File: src/rtl/vga_pkg.sv
// Shared types and constants for the VGA raster timing generator.
//   timing_cfg_t : one video mode (horizontal and vertical geometry)
//   CFG_800x600  : 800x600@60 (40 MHz pixel clock), the power-up mode
//   cfg_legal    : rejects modes the counters cannot run correctly
package vga_pkg;

    localparam int unsigned CFG_H_W = 11;
    localparam int unsigned CFG_V_W = 10;

    typedef struct packed {
        logic [CFG_H_W-1:0] h_pix;
        logic [CFG_H_W-1:0] h_total;
        logic [CFG_H_W-1:0] h_sync_start;
        logic [CFG_H_W-1:0] h_sync_time;
        logic [CFG_V_W-1:0] v_pix;
        logic [CFG_V_W-1:0] v_total;
        logic [CFG_V_W-1:0] v_sync_start;
        logic [CFG_V_W-1:0] v_sync_time;
    } timing_cfg_t;

    typedef enum logic {
        ST_IDLE,
        ST_PENDING
    } cfg_state_e;

    localparam timing_cfg_t CFG_800x600 = '{
        h_pix:        11'd800,
        h_total:      11'd1056,
        h_sync_start: 11'd840,
        h_sync_time:  11'd128,
        v_pix:        10'd600,
        v_total:      10'd628,
        v_sync_start: 10'd601,
        v_sync_time:  10'd4
    };

    // Visible area inside the total, sync pulse non-empty and ending inside the total.
    function automatic logic cfg_legal(timing_cfg_t c);
        logic h_ok;
        logic v_ok;
        h_ok = (c.h_pix < c.h_total) &&
               (({1'b0, c.h_sync_start} + {1'b0, c.h_sync_time}) <= {1'b0, c.h_total}) &&
               (c.h_sync_time != '0);
        v_ok = (c.v_pix < c.v_total) &&
               (({1'b0, c.v_sync_start} + {1'b0, c.v_sync_time}) <= {1'b0, c.v_total}) &&
               (c.v_sync_time != '0);
        return h_ok && v_ok;
    endfunction

endpackage

File: src/rtl/vga_axis_cnt.sv
// One raster axis: position counter plus sync/blank decode.
//   step           : advance the counter (wraps at total-1)
//   total          : length of the axis in the currently running mode
//   dec_*          : geometry used to decode the value being loaded
//   count/sync/blnk: registered, mutually aligned outputs
//   wrap_c         : combinational, count is on its last position
module vga_axis_cnt #(
    parameter int unsigned W   = 11,
    parameter logic        POL = 1'b0
) (
    input  logic         clk,
    input  logic         rst_n,
    input  logic         step,
    input  logic [W-1:0] total,
    input  logic [W-1:0] dec_pix,
    input  logic [W-1:0] dec_sync_start,
    input  logic [W-1:0] dec_sync_time,
    output logic [W-1:0] count,
    output logic         sync,
    output logic         blnk,
    output logic         wrap_c
);

    logic [W-1:0] cnt_nxt;
    logic [W:0]   sync_end;
    logic         in_sync;

    // Decode is done on the next value so sync/blank land together with count.
    always_comb begin
        wrap_c   = (count == (total - W'(1)));
        cnt_nxt  = wrap_c ? '0 : (count + W'(1));
        sync_end = {1'b0, dec_sync_start} + {1'b0, dec_sync_time};
        in_sync  = (cnt_nxt >= dec_sync_start) && ({1'b0, cnt_nxt} < sync_end);
    end

    always_ff @(posedge clk or negedge rst_n) begin
        if (!rst_n) begin
            count <= '0;
            sync  <= ~POL;
            blnk  <= 1'b0;
        end else if (step) begin
            count <= cnt_nxt;
            sync  <= in_sync ? POL : ~POL;
            blnk  <= (cnt_nxt >= dec_pix);
        end
    end

endmodule

File: src/rtl/vga_timing_gen.sv
// VGA raster timing generator with runtime mode switch.
//   pix_en              : pixel step enable
//   cfg_valid/cfg_ready : offer of a new mode; applied at the next (0,0) wrap
//   cfg                 : offered mode
//   cfg_err             : 1-clk pulse, offered mode rejected
//   hcount/vcount       : raster position
//   hsync/vsync         : sync, active level HS_POL/VS_POL
//   hblnk/vblnk         : outside the visible area
//   line_start          : pulse when hcount becomes 0
//   frame_start         : pulse when (hcount,vcount) becomes (0,0)
module vga_timing_gen
    import vga_pkg::*;
#(
    parameter int unsigned H_W     = CFG_H_W,
    parameter int unsigned V_W     = CFG_V_W,
    parameter timing_cfg_t DEF_CFG = CFG_800x600,
    parameter logic        HS_POL  = 1'b0,
    parameter logic        VS_POL  = 1'b0
) (
    input  logic           clk,
    input  logic           rst_n,
    input  logic           pix_en,
    input  logic           cfg_valid,
    output logic           cfg_ready,
    input  timing_cfg_t    cfg,
    output logic           cfg_err,
    output logic [H_W-1:0] hcount,
    output logic [V_W-1:0] vcount,
    output logic           hsync,
    output logic           vsync,
    output logic           hblnk,
    output logic           vblnk,
    output logic           line_start,
    output logic           frame_start
);

    cfg_state_e  state;
    cfg_state_e  state_nxt;
    timing_cfg_t act_cfg;
    timing_cfg_t pend_cfg;
    timing_cfg_t dec_cfg;
    logic        load_pend;
    logic        switch_c;
    logic        err_nxt;
    logic        h_wrap_c;
    logic        v_wrap_c;
    logic        v_step_c;
    logic        frame_step_c;

    assign v_step_c     = pix_en & h_wrap_c;
    assign frame_step_c = v_step_c & v_wrap_c;

    // Handshake state register.
    always_ff @(posedge clk or negedge rst_n) begin
        if (!rst_n) begin
            state <= ST_IDLE;
        end else begin
            state <= state_nxt;
        end
    end

    // Accept/reject offers; swap in the pending mode on the step that lands on (0,0).
    always_comb begin
        state_nxt = state;
        load_pend = 1'b0;
        err_nxt   = 1'b0;
        switch_c  = 1'b0;
        dec_cfg   = act_cfg;
        case (state)
            ST_IDLE: begin
                if (cfg_valid) begin
                    if (cfg_legal(cfg)) begin
                        load_pend = 1'b1;
                        state_nxt = ST_PENDING;
                    end else begin
                        err_nxt = 1'b1;
                    end
                end
            end
            ST_PENDING: begin
                if (frame_step_c) begin
                    switch_c  = 1'b1;
                    state_nxt = ST_IDLE;
                end
            end
            default: state_nxt = ST_IDLE;
        endcase
        if (switch_c) begin
            dec_cfg = pend_cfg;
        end
    end

    // Mode registers, handshake outputs and position pulses.
    always_ff @(posedge clk or negedge rst_n) begin
        if (!rst_n) begin
            act_cfg     <= DEF_CFG;
            pend_cfg    <= '0;
            cfg_ready   <= 1'b1;
            cfg_err     <= 1'b0;
            line_start  <= 1'b0;
            frame_start <= 1'b0;
        end else begin
            if (switch_c) begin
                act_cfg <= pend_cfg;
            end
            if (load_pend) begin
                pend_cfg <= cfg;
            end
            cfg_ready   <= (state_nxt == ST_IDLE);
            cfg_err     <= err_nxt;
            line_start  <= v_step_c;
            frame_start <= frame_step_c;
        end
    end

    // Wrap detection uses the running mode; decode of the loaded value uses the mode
    // that will be active after this step.
    vga_axis_cnt #(
        .W   (H_W),
        .POL (HS_POL)
    ) u_h_axis (
        .clk            (clk),
        .rst_n          (rst_n),
        .step           (pix_en),
        .total          (H_W'(act_cfg.h_total)),
        .dec_pix        (H_W'(dec_cfg.h_pix)),
        .dec_sync_start (H_W'(dec_cfg.h_sync_start)),
        .dec_sync_time  (H_W'(dec_cfg.h_sync_time)),
        .count          (hcount),
        .sync           (hsync),
        .blnk           (hblnk),
        .wrap_c         (h_wrap_c)
    );

    vga_axis_cnt #(
        .W   (V_W),
        .POL (VS_POL)
    ) u_v_axis (
        .clk            (clk),
        .rst_n          (rst_n),
        .step           (v_step_c),
        .total          (V_W'(act_cfg.v_total)),
        .dec_pix        (V_W'(dec_cfg.v_pix)),
        .dec_sync_start (V_W'(dec_cfg.v_sync_start)),
        .dec_sync_time  (V_W'(dec_cfg.v_sync_time)),
        .count          (vcount),
        .sync           (vsync),
        .blnk           (vblnk),
        .wrap_c         (v_wrap_c)
    );

endmodule
File: config.mk
export PLATFORM = sky130hd
export DESIGN_NAME = vga_timing_gen
export DESIGN_NICKNAME = d
export VERILOG_FILES = /design/src/rtl/vga_pkg.sv /design/src/rtl/vga_axis_cnt.sv /design/src/rtl/vga_timing_gen.sv
export SDC_FILE = /design/constraint.sdc
export NUM_CORES = 1
export LEC_CHECK = 0
export ABC_AREA = 1
export CAP_MARGIN = 20
export CORE_AREA = 5 5 171 140
export CTS_CLUSTER_DIAMETER = 40
export DETAILED_ROUTE_END_ITERATION = 12
export DIE_AREA = 0 0 176 145
export GPL_TIMING_DRIVEN = 0
export PLACE_DENSITY = 0.81
export SLEW_MARGIN = 20
export SYNTH_ARGS = -nofsm -noshare
export SYNTH_HDL_FRONTEND = slang
export SYNTH_SLANG_ARGS = --single-unit
File: constraint.sdc
create_clock -name clk -period 8.7 [get_ports clk]
set_input_delay 1.74 -clock clk [delete_from_list [all_inputs] [get_ports clk]]
set_output_delay 1.74 -clock clk [all_outputs]
set_load 0.02 [all_outputs]
==> results.toml, run 1 <==
[power]
swShare_pct = 31.3
finalPower_w = 0.00227
combPwrFrac_pct = 22.0
p_sw_w = 0.000711
power.density_nw_per_um2 = 149
p_clk_share_pct = 35.6
ir_worst_vdd_uv = 131
internal_power_w = 0.00156
seq_power_share_pct = 42.4
p_leak_nw = 7.87

[global_route]
grt_pass1_wl_mm = 57.2
grt_max_degree = 88
grt_usage_pct = 27.9
grt_pass1_vias = 11180
overflow = 0
grt_antenna_before_repair = 0

[cts]
clock_latency_ns = 0.44
h-tree-depth = 4
cts-buffers-inserted = 17
cts_tree = "done"
clock_sinks = 198
clockRootBuffer = "clkbuf_16"
holdBufCountCts = 0
cts_post_setup_buffers_inserted = 0
cts_buffer_depth = 2
post_cts_resized = 0
clk_pin_slew_ns = 0.07

[critical_path]
endpoint_kind = "flip-flop"
cp_slowest_stage_delay_ns = 0.55
r2r_start = "act_cfg[62]"
start_kind = "input port"
worstRegToRegCells = 33
r2r_end = "u_h_axis.sync"
crit_slowest_cell = "clkbuf_1"
worst_ep_arrival_time_ns = 7.16
r2r_slack_ns = 2.38
crit_path_max_fanout = 10
worstSetupPathType = "in -> reg"
crit_required_ns = 9.07
cpMostUsedCell = "a21oi_1"

[routing]
drc_errors = 0
avgViaCountPerCell = 5.58
routed_wl_mm = 35.8
dr.pass1.iters = 5
drt_iter0_drc = 1097
via_count = 11825
wl_per_cell_um = 16.9
drtAntennaViolNets = 0

[cells_and_area]
syn_to_final_growth_pct = 16.8
post_layout_nonfiller_instances = 2121
fin_nets = 2067
fillers = 1802
drive_gt1_share_pct = 6.08
diodes = 0
fin_util_pct = 68.8

[timing]
finalMaxSlewViolations = 0
period_minus_slack_ns = 6.79
finClkSkew_ns = 0.0100
fmax_mhz = 147
rsz0062_at_grt = "no"
hold_viol_final = 0
period_share_pct = 78.0
slew-limit-headroom_pct = 39.3
setup_viol_count_final = 0
fin_setup_tns_ns = 0
worstMarginPinSlew_ns = 0.903

[outcome]
status = "complete, no violations"

[floorplanning]
die_w_um = 176
rows = 49
die_area_um2 = 25500
fp.dieH_um = 145
ios = 117
core_um2 = 22100
initial_core_util_pct = 58.9

[synthesis]
synth-simple-area-share_pct = 20.8
yosysWarnings = 0
synthMuxAreaShare_pct = 0
postSynthCellCount = 1691
netlist_area_um2 = 13000
syn_nets = 1930
synth_compound_area_share_pct = 13.3
synthAdderAreaFrac_pct = 14.8
netlist-cell-type-count = 46
yosysSeqAreaShare_pct = 38.4
synth_seq_cells = 198
synth_edf_count = 0
ys_async_sr_fraction_pct = 100
syn_area_per_cell_um2 = 7.69
synth_top_family_by_area = "simple AND/OR/NAND/NOR gates"
synth-xor-area-share_pct = 2.70
ys.flop_type = "dfrtp_1"

[hold_path]
hp-class = "reg -> reg"
min_from = "act_cfg[76]"
whs_path_depth = 2
min_to = "act_cfg[76]"

[placed_design]
dp_hpwl_mm = 28.5
post-place-cells = 2089
place_congestion = 0.998
io_buffers = 116

[flow_run]
drv_cap = 0
-- final cells by class --
type,count,area [um2],share of cell area (%)
Multi-Input combinational cell,1157,6710,44.2
Sequential cell,198,4990,32.9
Timing Repair Buffer,118,1220,8.05
Inverter,296,1110,7.32
Clock buffer,17,425,2.80
Tap cell,280,350,2.31
Buffer,40,188,1.24
Clock inverter,15,184,1.21
-- metal layers --
| layer | wire length (um) | part of all wire [%] | global-route usage (%) |
|---|---|---|---|
| met2 | 15300 | 43 | 41.7 |
| met3 | 3290 | 9.2 | 5.59 |
| met1 | 16400 | 46 | 41.6 |
| met5 | 0 | 0 | 0 |
| met4 | 830 | 2.3 | 7.99 |
-- kinds of logic (layout without fill, tap and decap cells) --
logic type | Yosys count | count (layout)
flops | 198 | 198
simple gates | 640 | 640
xor+xnor | 40 | 40
compound gates | 326 | 326
fa+ha+maj | 151 | 151
buf+inv | 336 | 486
-- through the flow --
| stage | setup slack, ns | cell area, um2 | hold WS [ns] |
|---|---|---|---|
| 3_5_place_dp | 1.74 | 14600 | 0.486 |
| 2_1_floorplan | 3.46 | 13000 | 0.461 |
| 5_1_grt | 1.69 | 15200 | 0.532 |
| 3_3_place_gp | -2.13 | 14500 | 0.478 |
| 4_1_cts | 2.09 | 15200 | 0.505 |
| 6_report | 1.91 | 15200 | 0.503 |
-- worst max-delay path, delay by kind of cell --
family,cells,cell delay [ns]
xor gates and xnor gates,1,0.16
and+or+nand+nor,6,0.56
AOI/OAI and AO/OA,9,1.71
buffers and inverters,6,2.00
adders and majority gates,3,0.94
-- state kept, by name, indices dropped and copies added, names as in the netlist, 10 cells and up --
| signal | flops |
|---|---|
| u_v_axis.count | 10 |
| u_h_axis.count | 11 |
| act_cfg | 84 |
| pend_cfg | 84 |
-- synth_stat cells, types with 2 or more instances --
master / instances / area [um2]
a2111oi_0: 2 / 17.5
a211oi_1: 5 / 37.5
a21boi_0: 6 / 45.0
a21o_1: 4 / 30.0
a21oi_1: 69 / 345
a221oi_1: 2 / 17.5
and2_1: 2 / 12.5
buf_2: 6 / 30.0
buf_4: 6 / 45.0
clkbuf_1: 26 / 97.6
dfrtp_1: 170 / 4250
dfstp_2: 28 / 736
fa_1: 4 / 80.1
ha_1: 147 / 1840
inv_1: 287 / 1080
inv_2: 9 / 33.8
nand2_1: 427 / 1600
nand2_2: 5 / 31.3
nand3_1: 71 / 355
nand3_2: 4 / 40.0
nand3b_1: 2 / 15.0
nand4_1: 14 / 87.6
nor2_1: 76 / 285
nor2_2: 8 / 50.1
nor2_4: 3 / 33.8
nor3_1: 13 / 65.1
nor3_4: 2 / 32.5
nor3b_1: 2 / 15.0
nor4_1: 6 / 37.5
o21a_1: 4 / 30.0
o21ai_0: 220 / 1100
o21bai_1: 6 / 45.0
o31ai_1: 2 / 15.0
or2_2: 3 / 18.8
xnor2_1: 10 / 87.6
xor2_1: 30 / 263
-- worst max-delay path by stage --
| stage | slack (ns) | to | start | depth (start not counted) |
|---|---|---|---|---|
| CTS | 2.09 | u_h_axis.sync | pix_en | 25 |
| finish | 1.91 | u_h_axis.sync | pix_en | 25 |
| detailed placement | 1.74 | u_h_axis.sync | pix_en | 25 |
| floorplan | 3.46 | u_h_axis.sync | pix_en | 23 |
| global placement | -2.13 | u_h_axis.count[9] | rst_n | 1 |
| global route | 1.69 | u_h_axis.sync | pix_en | 25 |
-- power by group through the flow --
stage	Sequential, W	Clock (W)	Combinational [W]
floorplan	0.000995	0	0.000272
global placement	0.000980	0	0.000468
detailed placement	0.000980	0	0.000488
CTS	0.000962	0.000808	0.000494
global route	0.000965	0.000847	0.000558
finish	0.000962	0.000808	0.000498
-- cell usage in the layout (no fill, tap or decap), types with 13 or more instances in the layout --
cell type / instances
nand2_1: 427
inv_1: 287
o21ai_0: 220
dfrtp_1: 170
ha_1: 147
clkdlybuf4s50_1: 115
nor2_1: 76
nand3_1: 71
a21oi_1: 69
xor2_1: 30
dfstp_2: 28
clkbuf_1: 26
clkbuf_16: 17
nand4_1: 14
nor3_1: 13
No activity file was read; power rests on OpenSTA's default activity.
==> inputs of run 2 (changes only) <==
--- a/config.mk
+++ b/config.mk
@@ -7,12 +7,12 @@
 export LEC_CHECK = 0
 export ABC_AREA = 1
 export CAP_MARGIN = 20
-export CORE_AREA = 5 5 171 140
+export CORE_AREA = 5 5 182 149
 export CTS_CLUSTER_DIAMETER = 40
 export DETAILED_ROUTE_END_ITERATION = 12
-export DIE_AREA = 0 0 176 145
+export DIE_AREA = 0 0 187 154
 export GPL_TIMING_DRIVEN = 0
-export PLACE_DENSITY = 0.81
+export PLACE_DENSITY = 0.75
 export SLEW_MARGIN = 20
 export SYNTH_ARGS = -nofsm -noshare
 export SYNTH_HDL_FRONTEND = slang
==> constraint.sdc (replaced) <==
create_clock -name clk -period 5.62 [get_ports clk]
set_input_delay 1.124 -clock clk [delete_from_list [all_inputs] [get_ports clk]]
set_output_delay 1.124 -clock clk [all_outputs]
set_load 0.02 [all_outputs]
==> run 2 against run 1 <==
Net effect:
- first-iteration DRC count fell by 23%
- design area rose by 0.98%
- utilization fell by 7.4 points
- largest cell class unchanged
- hold slack barely moved
- count of clock-buffer cells in the layout rose by 3
- sequential cell count did not move
- critical endpoint is now pend_cfg[63]
==> results.toml, run 2 (same netlist as run 1, synthesis figures left out) <==
[outcome]
status = "complete, no violations"

[hold_path]
min_from = "act_cfg[31]"
hp-class = "reg -> reg"

[timing]
fin_ws_ns = 0.313
finClkSkew_ns = 0.0127
finalMaxSlewViolations = 0
worstMarginPinSlew_ns = 0.807
setup_viol_count_final = 0
fmax_mhz = 188
slew-limit-headroom_pct = 45.8
hold_viol_final = 0
period_share_pct = 94.4
period_minus_slack_ns = 5.31
fin_setup_tns_ns = 0

[cells_and_area]
drive_gt1_share_pct = 7.47
diodes = 0
fin_util_pct = 61.3
most-common-layout-cells = "nand2_1 (427), inv_1 (287), o21ai_0 (202)"
fin_nets = 2074
fillers = 2216
syn_to_final_growth_pct = 17.9
reg_top3 = "act_cfg x84, pend_cfg x84, u_h_axis.count x11"
post_layout_nonfiller_instances = 2172
final_common_cell = "nand2_1"

[cts]
cts_buffer_depth = 2
clk_pin_slew_ns = 0.07
clock_sinks = 198
holdBufCountCts = 0
cts-buffers-inserted = 17
cts_tree = "done"
clockRootBuffer = "clkbuf_16"
clock_latency_ns = 0.44
h-tree-depth = 4

[floorplanning]
ios = 117
die_w_um = 187
core_um2 = 25000
fp.dieH_um = 154
rows = 52
initial_core_util_pct = 52.0
die_area_um2 = 28800

[global_route]
overflow = 0
grt_antenna_before_repair = 0
grt_max_degree = 102
grt_usage_pct = 24.6
grt_pass1_vias = 11038
grt_pass1_wl_mm = 57.4

[critical_path]
cp-startpoint = "cfg[40]"
worstSetupPathType = "in -> reg"
endpoint_kind = "flip-flop"
worst_ep_arrival_time_ns = 5.60
crit_required_ns = 5.92
r2r_start = "act_cfg[62]"
crit_path_max_fanout = 10
start_kind = "input port"

[routing]
dr.pass1.iters = 5
avgViaCountPerCell = 5.32
wl_per_cell_um = 16.4
routed_wl_mm = 35.6
via_count = 11553
drt_iter0_drc = 846
drc_errors = 0
drtAntennaViolNets = 0

[flow_run]
drv_cap = 0

[placed_design]
dp_hpwl_mm = 28.5
io_buffers = 116
place_congestion = 0.964
place_ws_ns = -0.716
post-place-cells = 2132

[power]
ir_worst_vdd_uv = 229
p_leak_nw = 7.93
power.density_nw_per_um2 = 228
run 2: cell count changes in the layout (fill, tap and decap cells not counted), sizes merged:
cell and delta:
buf +10, clkinv -3, clkinvlp +1, inv -1
run 2: layout make-up:
type	count	area [um2]	share of cell area [%]
Buffer	39	196	1.28
Clock buffer	20	447	2.91
Clock inverter	12	134	0.874
Inverter	296	1110	7.25
Multi-Input combinational cell	1157	6780	44.2
Sequential cell	198	4990	32.6
Tap cell	324	405	2.65
Timing Repair Buffer	126	1260	8.23
run 2: critical path, cell delays in order:
cell             delay [ns]
clkdlybuf4s50_1        0.46
ha_1                   0.25
fa_1                   0.41
nand3_1                0.12
nand2_1                0.06
nand2_1                0.07
nand2_1                0.05
a21oi_1                0.20
nor2_1                 0.07
o21ai_0                0.15
nand2_1                0.08
or2_2                  0.27
nand2_1                0.09
inv_1                  0.05
ha_1                   0.26
nand2_1                0.07
o21ai_0                0.08
and2_1                 0.14
o21ai_1                0.22
nand3_1                0.12
nor2_1                 0.10
nand3b_1               0.19
nor2_4                 0.23
buf_4                  0.15
clkbuf_1               0.43
o21ai_0                0.16
run 2: power by group:
part	internal [W]	switching, W	total (W)
registers	0.00145	0.0000390	0.00149
clock network	0.000640	0.000591	0.00123
logic	0.000315	0.000450	0.000765
total	0.00241	0.00108	0.00349
run 2: path summary, 6_finish.rpt:
path                                 end  slack (ns)  cells after the start
setup reg to reg           u_h_axis.sync        0.45                     33
hold reg to reg              act_cfg[31]        0.50                      2
hold / removal               act_cfg[31]        0.50                      2
setup / recovery            pend_cfg[63]        0.31                     26
min in group asynchronous   pend_cfg[35]        0.72                      1
max in group asynchronous    act_cfg[62]        3.94                      2
run 2: per-layer routing:
layer | vias up | part of all wire, % | GRT usage, %
li1 | 5728 | - | -
met2 | 369 | 42 | 36.8
met3 | 46 | 6.3 | 4.17
met5 | - | 0 | 0
met4 | 0 | 1.8 | 6.48
met1 | 5410 | 50 | 37.1
run 2: per-stage QoR:
stage                     cell area (um2)  hold WS [ns]  total power, W
after detailed placement            14600         0.490         0.00228
after global placement              14600         0.479         0.00225
final                               15300         0.503         0.00349
after CTS                           15200         0.507         0.00350
after floorplan                     13000         0.461         0.00196
after global routing                15300         0.531         0.00366
run 2: what timing repair did:
action	in CTS	in global routing
pin swaps	0	6
buffers inserted	1	8
endpoints found under the setup margin	6	9
resized for setup	9	41
endpoints found under the hold margin	0	0
